<file path="src/rtl/uart_pkg.sv">
// Shared definitions for the UART network interface: frame geometry and FSM state encodings.
package uart_pkg;

    localparam int DATA_BITS            = 8;
    localparam int DEFAULT_CLKS_PER_BIT = 434;

    typedef enum logic [1:0] {
        ST_IDLE  = 2'd0,
        ST_START = 2'd1,
        ST_DATA  = 2'd2,
        ST_STOP  = 2'd3
    } uart_state_e;

endpackage

</file>
<file path="src/rtl/sync_fifo.sv">
// Single-clock first-word-fall-through FIFO; dout reads 0 while empty.
// A push into a full FIFO is accepted only when a pop retires an entry on the same edge.
module sync_fifo #(
    parameter int WIDTH = 8,
    parameter int DEPTH = 4
) (
    input  logic             clk,
    input  logic             rst,
    input  logic             push,
    input  logic [WIDTH-1:0] din,
    input  logic             pop,
    output logic [WIDTH-1:0] dout,
    output logic             empty,
    output logic             full
);

    localparam int PTR_W = $clog2(DEPTH);
    localparam logic [PTR_W-1:0] PTR_ONE  = PTR_W'(1);
    localparam logic [PTR_W:0]   CNT_ONE  = (PTR_W + 1)'(1);
    localparam logic [PTR_W:0]   CNT_FULL = (PTR_W + 1)'(DEPTH);

    logic [WIDTH-1:0] mem [DEPTH];
    logic [PTR_W-1:0] wr_ptr;
    logic [PTR_W-1:0] rd_ptr;
    logic [PTR_W:0]   count;
    logic             do_push;
    logic             do_pop;

    assign empty   = (count == '0);
    assign full    = (count == CNT_FULL);
    assign do_pop  = pop && !empty;
    assign do_push = push && (!full || do_pop);
    assign dout    = empty ? '0 : mem[rd_ptr];

    // NOTE: storage has no reset; empty/count gate every read, so stale contents are never visible.
    always_ff @(posedge clk) begin
        if (do_push) begin
            mem[wr_ptr] <= din;
        end
    end

    // NOTE: sequential state uses non-blocking assignments so every register samples pre-edge values.
    always_ff @(posedge clk or posedge rst) begin
        if (rst) begin
            wr_ptr <= '0;
            rd_ptr <= '0;
            count  <= '0;
        end else begin
            if (do_push) begin
                wr_ptr <= wr_ptr + PTR_ONE;
            end
            if (do_pop) begin
                rd_ptr <= rd_ptr + PTR_ONE;
            end
            case ({do_push, do_pop})
                2'b10:   count <= count + CNT_ONE;
                2'b01:   count <= count - CNT_ONE;
                default: count <= count;
            endcase
        end
    end

endmodule

</file>
<file path="src/rtl/uart_nic.sv">
// Byte-wide UART NIC: TX FIFO feeding an 8N1 serializer, 8N1 deserializer feeding an RX FIFO.
// Single clock domain; rx is synchronised by two flops before the receive FSM.
module uart_nic
    import uart_pkg::*;
#(
    parameter int CLKS_PER_BIT = DEFAULT_CLKS_PER_BIT,
    parameter int FIFO_DEPTH   = 4
) (
    input  logic       clk,
    input  logic       rst,
    input  logic       wr_en,
    input  logic [7:0] wr_data,
    input  logic       rd_en,
    output logic [7:0] rd_data,
    output logic       rx_valid,
    output logic       tx_full,
    output logic       tx_busy,
    output logic       rx_overrun,
    output logic       frame_err,
    input  logic       rx,
    output logic       tx
);

    localparam int CNT_W = $clog2(CLKS_PER_BIT);
    localparam logic [CNT_W-1:0] CNT_ONE  = CNT_W'(1);
    localparam logic [CNT_W-1:0] CNT_LAST = CNT_W'(CLKS_PER_BIT - 1);
    localparam logic [CNT_W-1:0] CNT_HALF = CNT_W'(CLKS_PER_BIT / 2 - 1);
    localparam logic [2:0]       BIT_LAST = 3'(DATA_BITS - 1);

    // ---------------------------------------------------------------- TX path
    uart_state_e    tx_state, tx_state_next;
    logic [CNT_W-1:0] tx_cnt, tx_cnt_next;
    logic [2:0]     tx_bit, tx_bit_next;
    logic [7:0]     tx_shift, tx_shift_next;
    logic           tx_q, tx_next;
    logic           tx_pop;
    logic           tx_empty;
    logic [7:0]     tx_head;

    sync_fifo #(
        .WIDTH (8),
        .DEPTH (FIFO_DEPTH)
    ) u_tx_fifo (
        .clk   (clk),
        .rst   (rst),
        .push  (wr_en),
        .din   (wr_data),
        .pop   (tx_pop),
        .dout  (tx_head),
        .empty (tx_empty),
        .full  (tx_full)
    );

    // NOTE: every always_comb output gets a default first so no path leaves a latch behind.
    always_comb begin
        tx_state_next = tx_state;
        tx_cnt_next   = tx_cnt + CNT_ONE;
        tx_bit_next   = tx_bit;
        tx_shift_next = tx_shift;
        tx_next       = tx_q;
        tx_pop        = 1'b0;
        case (tx_state)
            ST_IDLE: begin
                tx_cnt_next = '0;
                if (!tx_empty) begin
                    tx_pop        = 1'b1;
                    tx_shift_next = tx_head;
                    tx_next       = 1'b0;
                    tx_state_next = ST_START;
                end
            end
            ST_START: begin
                if (tx_cnt == CNT_LAST) begin
                    tx_cnt_next   = '0;
                    tx_bit_next   = '0;
                    tx_next       = tx_shift[0];
                    tx_shift_next = tx_shift >> 1;
                    tx_state_next = ST_DATA;
                end
            end
            ST_DATA: begin
                if (tx_cnt == CNT_LAST) begin
                    tx_cnt_next = '0;
                    if (tx_bit == BIT_LAST) begin
                        tx_next       = 1'b1;
                        tx_state_next = ST_STOP;
                    end else begin
                        tx_bit_next   = tx_bit + 3'd1;
                        tx_next       = tx_shift[0];
                        tx_shift_next = tx_shift >> 1;
                    end
                end
            end
            ST_STOP: begin
                if (tx_cnt == CNT_LAST) begin
                    tx_cnt_next = '0;
                    // Chain straight into the next start bit so queued bytes leave without an idle gap.
                    if (!tx_empty) begin
                        tx_pop        = 1'b1;
                        tx_shift_next = tx_head;
                        tx_next       = 1'b0;
                        tx_state_next = ST_START;
                    end else begin
                        tx_state_next = ST_IDLE;
                    end
                end
            end
            default: tx_state_next = ST_IDLE;
        endcase
    end

    always_ff @(posedge clk or posedge rst) begin
        if (rst) begin
            tx_state <= ST_IDLE;
            tx_cnt   <= '0;
            tx_bit   <= '0;
            tx_shift <= '0;
            tx_q     <= 1'b1;
        end else begin
            tx_state <= tx_state_next;
            tx_cnt   <= tx_cnt_next;
            tx_bit   <= tx_bit_next;
            tx_shift <= tx_shift_next;
            tx_q     <= tx_next;
        end
    end

    assign tx      = tx_q;
    assign tx_busy = (tx_state != ST_IDLE) || !tx_empty;

    // ---------------------------------------------------------------- RX path
    uart_state_e    rx_state, rx_state_next;
    logic [CNT_W-1:0] rx_cnt, rx_cnt_next;
    logic [2:0]     rx_bit, rx_bit_next;
    logic [7:0]     rx_shift, rx_shift_next;
    logic           rx_meta, rx_sync;
    logic           rx_push;
    logic           frame_err_next;
    logic           rx_empty;
    logic           rx_full;

    always_ff @(posedge clk or posedge rst) begin
        if (rst) begin
            rx_meta <= 1'b1;
            rx_sync <= 1'b1;
        end else begin
            rx_meta <= rx;
            rx_sync <= rx_meta;
        end
    end

    always_comb begin
        rx_state_next  = rx_state;
        rx_cnt_next    = rx_cnt + CNT_ONE;
        rx_bit_next    = rx_bit;
        rx_shift_next  = rx_shift;
        rx_push        = 1'b0;
        frame_err_next = 1'b0;
        case (rx_state)
            ST_IDLE: begin
                rx_cnt_next = '0;
                if (!rx_sync) begin
                    rx_state_next = ST_START;
                end
            end
            ST_START: begin
                // Re-check mid start bit; a line already back high was only a glitch.
                if (rx_cnt == CNT_HALF) begin
                    rx_cnt_next   = '0;
                    rx_bit_next   = '0;
                    rx_state_next = rx_sync ? ST_IDLE : ST_DATA;
                end
            end
            ST_DATA: begin
                if (rx_cnt == CNT_LAST) begin
                    rx_cnt_next   = '0;
                    rx_shift_next = {rx_sync, rx_shift[7:1]};
                    if (rx_bit == BIT_LAST) begin
                        rx_state_next = ST_STOP;
                    end else begin
                        rx_bit_next = rx_bit + 3'd1;
                    end
                end
            end
            ST_STOP: begin
                if (rx_cnt == CNT_LAST) begin
                    rx_cnt_next    = '0;
                    rx_push        = rx_sync;
                    frame_err_next = !rx_sync;
                    rx_state_next  = ST_IDLE;
                end
            end
            default: rx_state_next = ST_IDLE;
        endcase
    end

    always_ff @(posedge clk or posedge rst) begin
        if (rst) begin
            rx_state   <= ST_IDLE;
            rx_cnt     <= '0;
            rx_bit     <= '0;
            rx_shift   <= '0;
            frame_err  <= 1'b0;
            rx_overrun <= 1'b0;
        end else begin
            rx_state  <= rx_state_next;
            rx_cnt    <= rx_cnt_next;
            rx_bit    <= rx_bit_next;
            rx_shift  <= rx_shift_next;
            frame_err <= frame_err_next;
            // A full FIFO still takes the byte when the OS pops on the same edge.
            if (rx_push && rx_full && !rd_en) begin
                rx_overrun <= 1'b1;
            end
        end
    end

    sync_fifo #(
        .WIDTH (8),
        .DEPTH (FIFO_DEPTH)
    ) u_rx_fifo (
        .clk   (clk),
        .rst   (rst),
        .push  (rx_push),
        .din   (rx_shift),
        .pop   (rd_en),
        .dout  (rd_data),
        .empty (rx_empty),
        .full  (rx_full)
    );

    assign rx_valid = !rx_empty;

endmodule

</file>
<file path="config.mk">
export PLATFORM = sky130hd
export DESIGN_NAME = uart_nic
export DESIGN_NICKNAME = d
export VERILOG_FILES = /design/src/rtl/uart_pkg.sv /design/src/rtl/sync_fifo.sv /design/src/rtl/uart_nic.sv
export SDC_FILE = /design/constraint.sdc
export NUM_CORES = 1
export LEC_CHECK = 0
export ABC_CLOCK_PERIOD_IN_PS = 3050
export CAP_MARGIN = 20
export CORE_UTILIZATION = 63
export DETAILED_ROUTE_END_ITERATION = 10
export DONT_BUFFER_PORTS = 1
export HOLD_SLACK_MARGIN = 0.05
export PLACE_DENSITY = 0.82
export SLEW_MARGIN = 20
export SYNTH_ARGS = -nofsm -noshare
export SYNTH_HDL_FRONTEND = slang
export SYNTH_SLANG_ARGS = --single-unit
</file>
<file path="constraint.sdc">
create_clock -name clk -period 3.05 [get_ports clk]
set_input_delay 0.61 -clock clk [delete_from_list [all_inputs] [get_ports clk]]
set_output_delay 0.61 -clock clk [all_outputs]
set_load 0.05 [all_outputs]
</file>
==> metrics.csv, run 1 <==
metric,value,unit
synth-main-ff-cell,sky130_fd_sc_hd__edfxtp_1,
crit_path_cell_trace,mux4_2 > and2_1,
number_of_gates_resized_after_cts,0,
synth_fp_nets,444,
detailed_place.area,0.00585,mm²
tightest_slew,0.659,ns
clk_root_buffer_cell,sky130_fd_sc_hd__clkbuf_8,
grt_pass1_vias,3348,
cp.buffers_inverters,0,
post_synthesis_xor_xnor_area_fraction,3.51,%
worst-endpoint-arrival,2.18,ns
wl,9510,µm
drive_above_1_share,20.4,%
cts_hold_buf,1,
critPathKind,reg -> out,
critPathRequiredTime,2.44,ns
clk_transition_reported_paths,0.06,ns
timing.final.crit_period,2.79,ns
die_outline_area,0.00951,mm²
max_freq,0.358,GHz
cts_buffer_depth,2,
hold_viol,0,
synth_cells,406,
tritoncts,yes,
floorplan.initialDensity,65.6,%
synth_top_family_by_area,simple AND/OR/NAND/NOR gates,
diodes,0,
rows,34,
worst_ir_drop_vdd,0.820,mV
timing.setup.tns,0,ns
final.fill_count,547,
clock_insertion_delay_worst_skew,0.52,ns
post_synth_mux_area_share,9.80,%
critical_path.top_delay_family,flip-flops,
power.density_cell_area,914,mW/mm²
largest_cells_by_area_after_synthesis,"sky130_fd_sc_hd__edfxtp_1 33%, sky130_fd_sc_hd__dfrtp_1 26%, sky130_fd_sc_hd__mux4_2 6.3%",
post_synthesis_simple_gate_area_fraction,11.5,%
routed_wire_length_per_instance,17.6,µm
drt_initial_violations,107,
boundaryPins,27,
finalWorstSetupSlack,0.260,ns
die_h,97.5,µm
critical_path.slowest_cell,sky130_fd_sc_hd__dfrtp_1,
via_per_inst,5.83,
maxCapViolCount,0,
globalRoute.totalOverflow,0,
synth_area_leader_cell,sky130_fd_sc_hd__edfxtp_1,
numCtsBuffers,17,
layout.cell_area.non_filler,0.00646,mm²
skew,0.00865,ns
area_delta_synth_final,12.5,%
die_width,97.5,µm
timing.reg2reg.worst_path_depth,10,
cp.depth,2,
grt_antenna_before_repair,0,
preCtsSetupSlack,0.568,ns
grt_setup_unrepaired,no,
ys_ff_latch,127,
synth_top_area_share,33.4,%
firstDrtPassIters,4,
pin_count_of_the_biggest_net_entering_global_routing,25,
number_of_enable_type_register_cells_in_the_synthesized_netlist,64,
h_tree_depth_reported_by_cts,4,
fin_nets,456,
ant_nets,0,
place_congestion,0.836,
final_core_utilization,73.7,%
hold_path.class,in -> reg,
yosys.area_share.adder,5.70,%
syn-cell-area,0.00575,mm²
dp.final_hpwl,6060,µm
post-route-period-util,91.5,%
setup.worst_path.end_class,output pin,
synthDistinctLibCells,60,
run_status,"complete, no violations",
globalRouteTotalUtil,22.4,%
ys_async_sr_fraction,49.6,%
global_route_wire_length_before_repair,16100,µm
timing.final.setup_violations,0,
total_leakage_power,2.71,nW
hold_depth,0,
remaining_drc_errors,0,
yosys_warnings,0,
crit_path_max_incr_delay,0.71,ns
synth.yosys.seq_area_share,60.9,%
buffers_inserted_by_post_cts_timing_repair,0,
postSynthAreaPerCell,14.2,µm²
place.port_buffers,0,
worstPathMaxFanout,10,
coreArea,0.00876,mm²
cts.sinks,127,
stdcell_count,539,
final-max-slew-violation-count,0,
dr_total_vias,3142,
dp_cells,506,
slew-limit-headroom,55.5,%
synth_compound_area_share,5.57,%
worstSetupStartpointType,flip-flop,
==> sequential cells by signal, summed over array words and instances, names as in the netlist, 3 cells and up, named ones only <==
register	flops
u_rx_fifo.mem	32
u_tx_fifo.count	3
rx_shift	8
tx_cnt	9
u_rx_fifo.count	3
tx_shift	8
rx_bit	3
rx_cnt	9
tx_bit	3
u_tx_fifo.mem	32
==> Yosys cell counts, drive strengths merged (2+ instances only) <==
cell and n:
nand2 18, and4bb 3, o31ai 2, buf 8
nand4 4, fa 2, dfstp 3, nor2 30
dfrtp 60, clkbuf 6, a21oi 11, edfxtp 64
nand3 11, o21ai 15, xnor2 13, nor3b 2
a21o 2, mux2 10, inv 24, mux4 16
mux2i 9, and3 5, nor2b 3, xor2 10
and2 18, and2b 2, a32o 2, ha 23
or3 3, nand2b 4, nor3 5, and4 2
==> stage by stage <==
stage                     power, mW  hold slack [ns]
after global placement         3.80            0.346
final                          5.91           0.0848
after global routing           6.21           0.0610
after CTS                      5.96           0.0636
after detailed placement       3.91            0.349
after floorplan                3.60            0.345
==> power breakdown <==
group | total (mW) | internal [mW] | switching, mW
sequential | 2.37 | 2.09 | 0.282
clock | 2.03 | 1.26 | 0.772
combinational | 1.50 | 0.684 | 0.819
==> routing by layer <==
metal  vias up  track usage (%)  share of wire (%)  routed length [µm]
li1       1485                -                  -                   -
met1      1573             26.7                 43                4060
met2        73             38.0                 52                4900
met3        11             7.27                4.6                 442
met4         0             8.48                1.1                 104
met5         -                0                  0                   0
==> path summary, 6_finish.rpt <==
| check | start | slack, ns | to |
|---|---|---|---|
| max in group asynchronous | rst | 1.81 | rx_sync$_DFF_PP1_ |
| min in group asynchronous | rst | 0.53 | rx_cnt[4]$_DFF_PP0_ |
| min reg2reg | rx_meta$_DFF_PP1_ | 0.36 | rx_sync$_DFF_PP1_ |
| max reg2reg | rx_cnt[3]$_DFF_PP0_ | 0.51 | u_rx_fifo.count[2]$_DFFE_PP0P_ |
| max | u_rx_fifo.rd_ptr[0]$_DFFE_PP0P_ | 0.26 | rd_data[6] |
| min | rx | 0.08 | rx_meta$_DFF_PP1_ |
==> layout make-up <==
cell class	instances	area [µm²]	area share, %
well taps	108	135	2.09
repair buffers	7	55.1	0.852
multi-input cells	241	2080	32.2
clock inverters	14	183	2.83
inverters	24	90.1	1.39
flip-flops and latches	127	3500	54.2
clock buffers	18	418	6.47
==> placed cells by master (no fill, tap or decap), types with 5 or more instances in the layout <==
cell                        synthesis  final
sky130_fd_sc_hd__edfxtp_1          64     64
sky130_fd_sc_hd__dfrtp_1           60     60
sky130_fd_sc_hd__nor2_1            28     28
sky130_fd_sc_hd__inv_1             24     23
sky130_fd_sc_hd__ha_1              23     23
sky130_fd_sc_hd__nand2_1           17     17
sky130_fd_sc_hd__and2_1            17     17
sky130_fd_sc_hd__mux4_2            16     16
sky130_fd_sc_hd__clkbuf_16          0     16
sky130_fd_sc_hd__o21ai_0           14     14
sky130_fd_sc_hd__xnor2_1           13     13
sky130_fd_sc_hd__nand3_1           11     11
sky130_fd_sc_hd__xor2_1            10     10
sky130_fd_sc_hd__mux2i_1            9      9
sky130_fd_sc_hd__mux2_2             9      9
sky130_fd_sc_hd__a21oi_2            7      7
sky130_fd_sc_hd__buf_4              2      6
sky130_fd_sc_hd__nor3_1             5      5
==> cell families (layout without fill, tap and decap cells) <==
family                   Yosys count  count (layout)
flip-flops                       127             127
multiplexers                      35              35
AO/OA/AOI/OAI                     43              43
buffers and inverters             38              63
AND/OR/NAND/NOR                  115             115
XOR/XNOR                          23              23
adder cells (fa/ha/maj)           25              25
Power figures use the tool's default switching activity.
==> run 2, diff against run 1 <==
--- a/config.mk
+++ b/config.mk
@@ -11,7 +11,7 @@
 export DETAILED_ROUTE_END_ITERATION = 10
 export DONT_BUFFER_PORTS = 1
 export HOLD_SLACK_MARGIN = 0.05
-export PLACE_DENSITY = 0.82
+export PLACE_DENSITY_LB_ADDON = 0.05
 export SLEW_MARGIN = 20
 export SYNTH_ARGS = -nofsm -noshare
 export SYNTH_HDL_FRONTEND = slang
==> run 2 against run 1 <==
  * Sequential share of layout area shrank 0.12 points
  * Sequential cell count is the same
  * Final area grew 0.21%
  * Power grew 0.94%
  * Clock power grew 4%
  * Critical endpoint is now rd_data[4]
  * Largest cell class unchanged
==> metrics.csv, run 2 (synthesized netlist as in run 1, its figures left out) <==
metric,value,unit,change
netSwitchingFraction,31.1,%,was 31.7%
maxCapViolCount,0,,unchanged
firstDrtPassIters,4,,unchanged
cts_buffer_depth,2,,unchanged
fin_nets,455,,was 456
area_delta_synth_final,12.7,%,was 12.5%
clk_transition_reported_paths,0.06,ns,about the same
crit_path_max_incr_delay,0.70,ns,was 0.71 ns
floorplan.initialDensity,65.6,%,unchanged
crit-reg2reg-capture,u_tx_fifo.count[2]$_DFFE_PP0P_,,was u_rx_fifo.count[2]$_DFFE_PP0P_
rows,34,,unchanged
final_core_utilization,73.9,%,was 73.7%
dp.final_hpwl,6000,µm,was 6060 µm
ant_nets,0,,unchanged
globalRoute.totalOverflow,0,,unchanged
die_outline_area,0.00951,mm²,unchanged
cp.buffers_inverters,0,,unchanged
critPathRequiredTime,2.44,ns,about the same
timing.reg2reg.setup_slack,0.62,ns,was 0.51 ns
timing.final.crit_period,2.76,ns,was 2.79 ns
coreArea,0.00876,mm²,unchanged
max_freq,0.362,GHz,was 0.358 GHz
tritoncts,yes,,unchanged
final-max-slew-violation-count,0,,unchanged
via_per_inst,5.72,,was 5.83
dr_total_vias,3079,,was 3142
slew-limit-headroom,54.5,%,was 55.5%
global_route_wire_length_before_repair,15700,µm,was 16100 µm
h_tree_depth_reported_by_cts,4,,unchanged
timing.setup.tns,0,ns,unchanged
buffers_inserted_by_post_cts_timing_repair,0,,unchanged
timing.final.setup_violations,0,,unchanged
total_leakage_power,2.72,nW,was 2.71 nW
setup.worst_path.end_class,output pin,,unchanged
numCtsBuffers,17,,unchanged
cts_hold_buf,0,,was 1
total_switching_power,1.85,mW,was 1.87 mW
critPathKind,reg -> out,,unchanged
clock_insertion_delay_worst_skew,0.51,ns,was 0.52 ns
tightest_slew,0.672,ns,was 0.659 ns
diodes,0,,unchanged
grt_antenna_before_repair,0,,unchanged
pwr-share-clk,35.4,%,was 34.4%
hold_path.class,in -> async,,was in -> reg
boundaryPins,27,,unchanged
grt_pass1_vias,3234,,was 3348
grt_setup_unrepaired,no,,unchanged
pwr-share-comb,24.9,%,was 25.4%
critical_path.slowest_cell,sky130_fd_sc_hd__dfrtp_1,,unchanged
mostFrequentLayoutCells,"64 x sky130_fd_sc_hd__edfxtp_1, 60 x sky130_fd_sc_hd__dfrtp_1, 28 x sky130_fd_sc_hd__nor2_1",,unchanged
largestRegisters,"u_rx_fifo.mem (32), u_tx_fifo.mem (32)",,unchanged
remaining_drc_errors,0,,unchanged
globalRouteTotalUtil,21.6,%,was 22.4%
worst-endpoint-arrival,2.15,ns,was 2.18 ns
run_status,"complete, no violations",,unchanged
die_width,97.5,µm,unchanged
crit_path_cell_trace,mux4_2 > and2_1,,unchanged
skew,0.00835,ns,was 0.00865 ns
drive_above_1_share,20.5,%,was 20.4%
internal-power,4.11,mW,was 4.03 mW
clk_root_buffer_cell,sky130_fd_sc_hd__clkbuf_8,,unchanged
drt_initial_violations,124,,was 107
die_h,97.5,µm,unchanged
hold_viol,0,,unchanged
place.port_buffers,0,,unchanged
dp_cells,506,,unchanged
post-route-period-util,90.6,%,was 91.5%
pin_count_of_the_biggest_net_entering_global_routing,33,,was 25
routed_wire_length_per_instance,17.3,µm,was 17.6 µm
worstSetupStartpointType,flip-flop,,unchanged
share_seq_of_total_power,39.8,%,was 40.2%
cp.depth,2,,unchanged
worstPathMaxFanout,10,,unchanged
final_common_cell,sky130_fd_sc_hd__edfxtp_1,,unchanged
wl,9320,µm,was 9510 µm
worst_ir_drop_vdd,0.584,mV,was 0.820 mV
power.density_cell_area,921,mW/mm²,was 914 mW/mm²
place_congestion,0.812,,was 0.836
cts.sinks,127,,unchanged
critical_path.top_delay_family,flip-flops,,unchanged
stdcell_count,538,,was 539
number_of_gates_resized_after_cts,0,,unchanged
timing.reg2reg.worst_path_depth,9,,was 10
r2r-start,tx_state[0]$_DFFE_PP0P_,,was rx_cnt[3]$_DFF_PP0_
## run 2: area by class of cell
cell class | count | area, µm²
fill | 574 | 2290
clock inverter | 15 | 210
tap | 108 | 135
inverter | 24 | 90.1
multi-input combinational | 241 | 2080
clock buffer | 17 | 414
sequential | 127 | 3500
timing repair buffer | 6 | 45.0
## run 2: per-layer routing
layer	part of all wire, %	GRT usage [%]	vias to the layer above	routed length [µm]
met5	0	0	-	0
met4	2.0	10.6	0	184
met3	3.6	5.97	19	331
met2	50	35.0	61	4660
met1	44	27.0	1514	4150
li1	-	-	1485	-
## run 2: worst max path at each step
| stage | slack (ns) | to | startpoint |
|---|---|---|---|
| 6_report | 0.29 | rd_data[4] | u_rx_fifo.rd_ptr[0]$_DFFE_PP0P_ |
| 3_3_place_gp | 0.61 | u_rx_fifo.count[2]$_DFFE_PP0P_ | rd_en |
| 4_1_cts | 0.24 | rd_data[4] | u_rx_fifo.rd_ptr[0]$_DFFE_PP0P_ |
| 5_1_grt | 0.18 | rd_data[4] | u_rx_fifo.rd_ptr[0]$_DFFE_PP0P_ |
| 2_1_floorplan | 0.51 | u_tx_fifo.mem[0][0]$_DFFE_PP_ | u_tx_fifo.count[0]$_DFFE_PP0P_ |
| 3_5_place_dp | 0.55 | u_rx_fifo.count[2]$_DFFE_PP0P_ | rd_en |
## run 2: power by group through the flow
stage	registers (mW)	logic (mW)	clock network (mW)
global placement	2.39	1.43	0
finish	2.37	1.48	2.11
detailed placement	2.41	1.49	0
CTS	2.38	1.51	2.14
floorplan	2.23	1.37	0
global route	2.41	1.65	2.21
## run 2: metrics by stage
step | hold WS [ns] | instance area (µm²) | setup slack [ns] | power [mW]
CTS | 0.0674 | 6480 | 0.236 | 6.03
global placement | 0.353 | 5850 | 0.614 | 3.82
detailed placement | 0.353 | 5850 | 0.547 | 3.89
floorplan | 0.345 | 5750 | 0.513 | 3.60
global route | 0.0655 | 6480 | 0.177 | 6.27
finish | 0.0746 | 6480 | 0.286 | 5.96
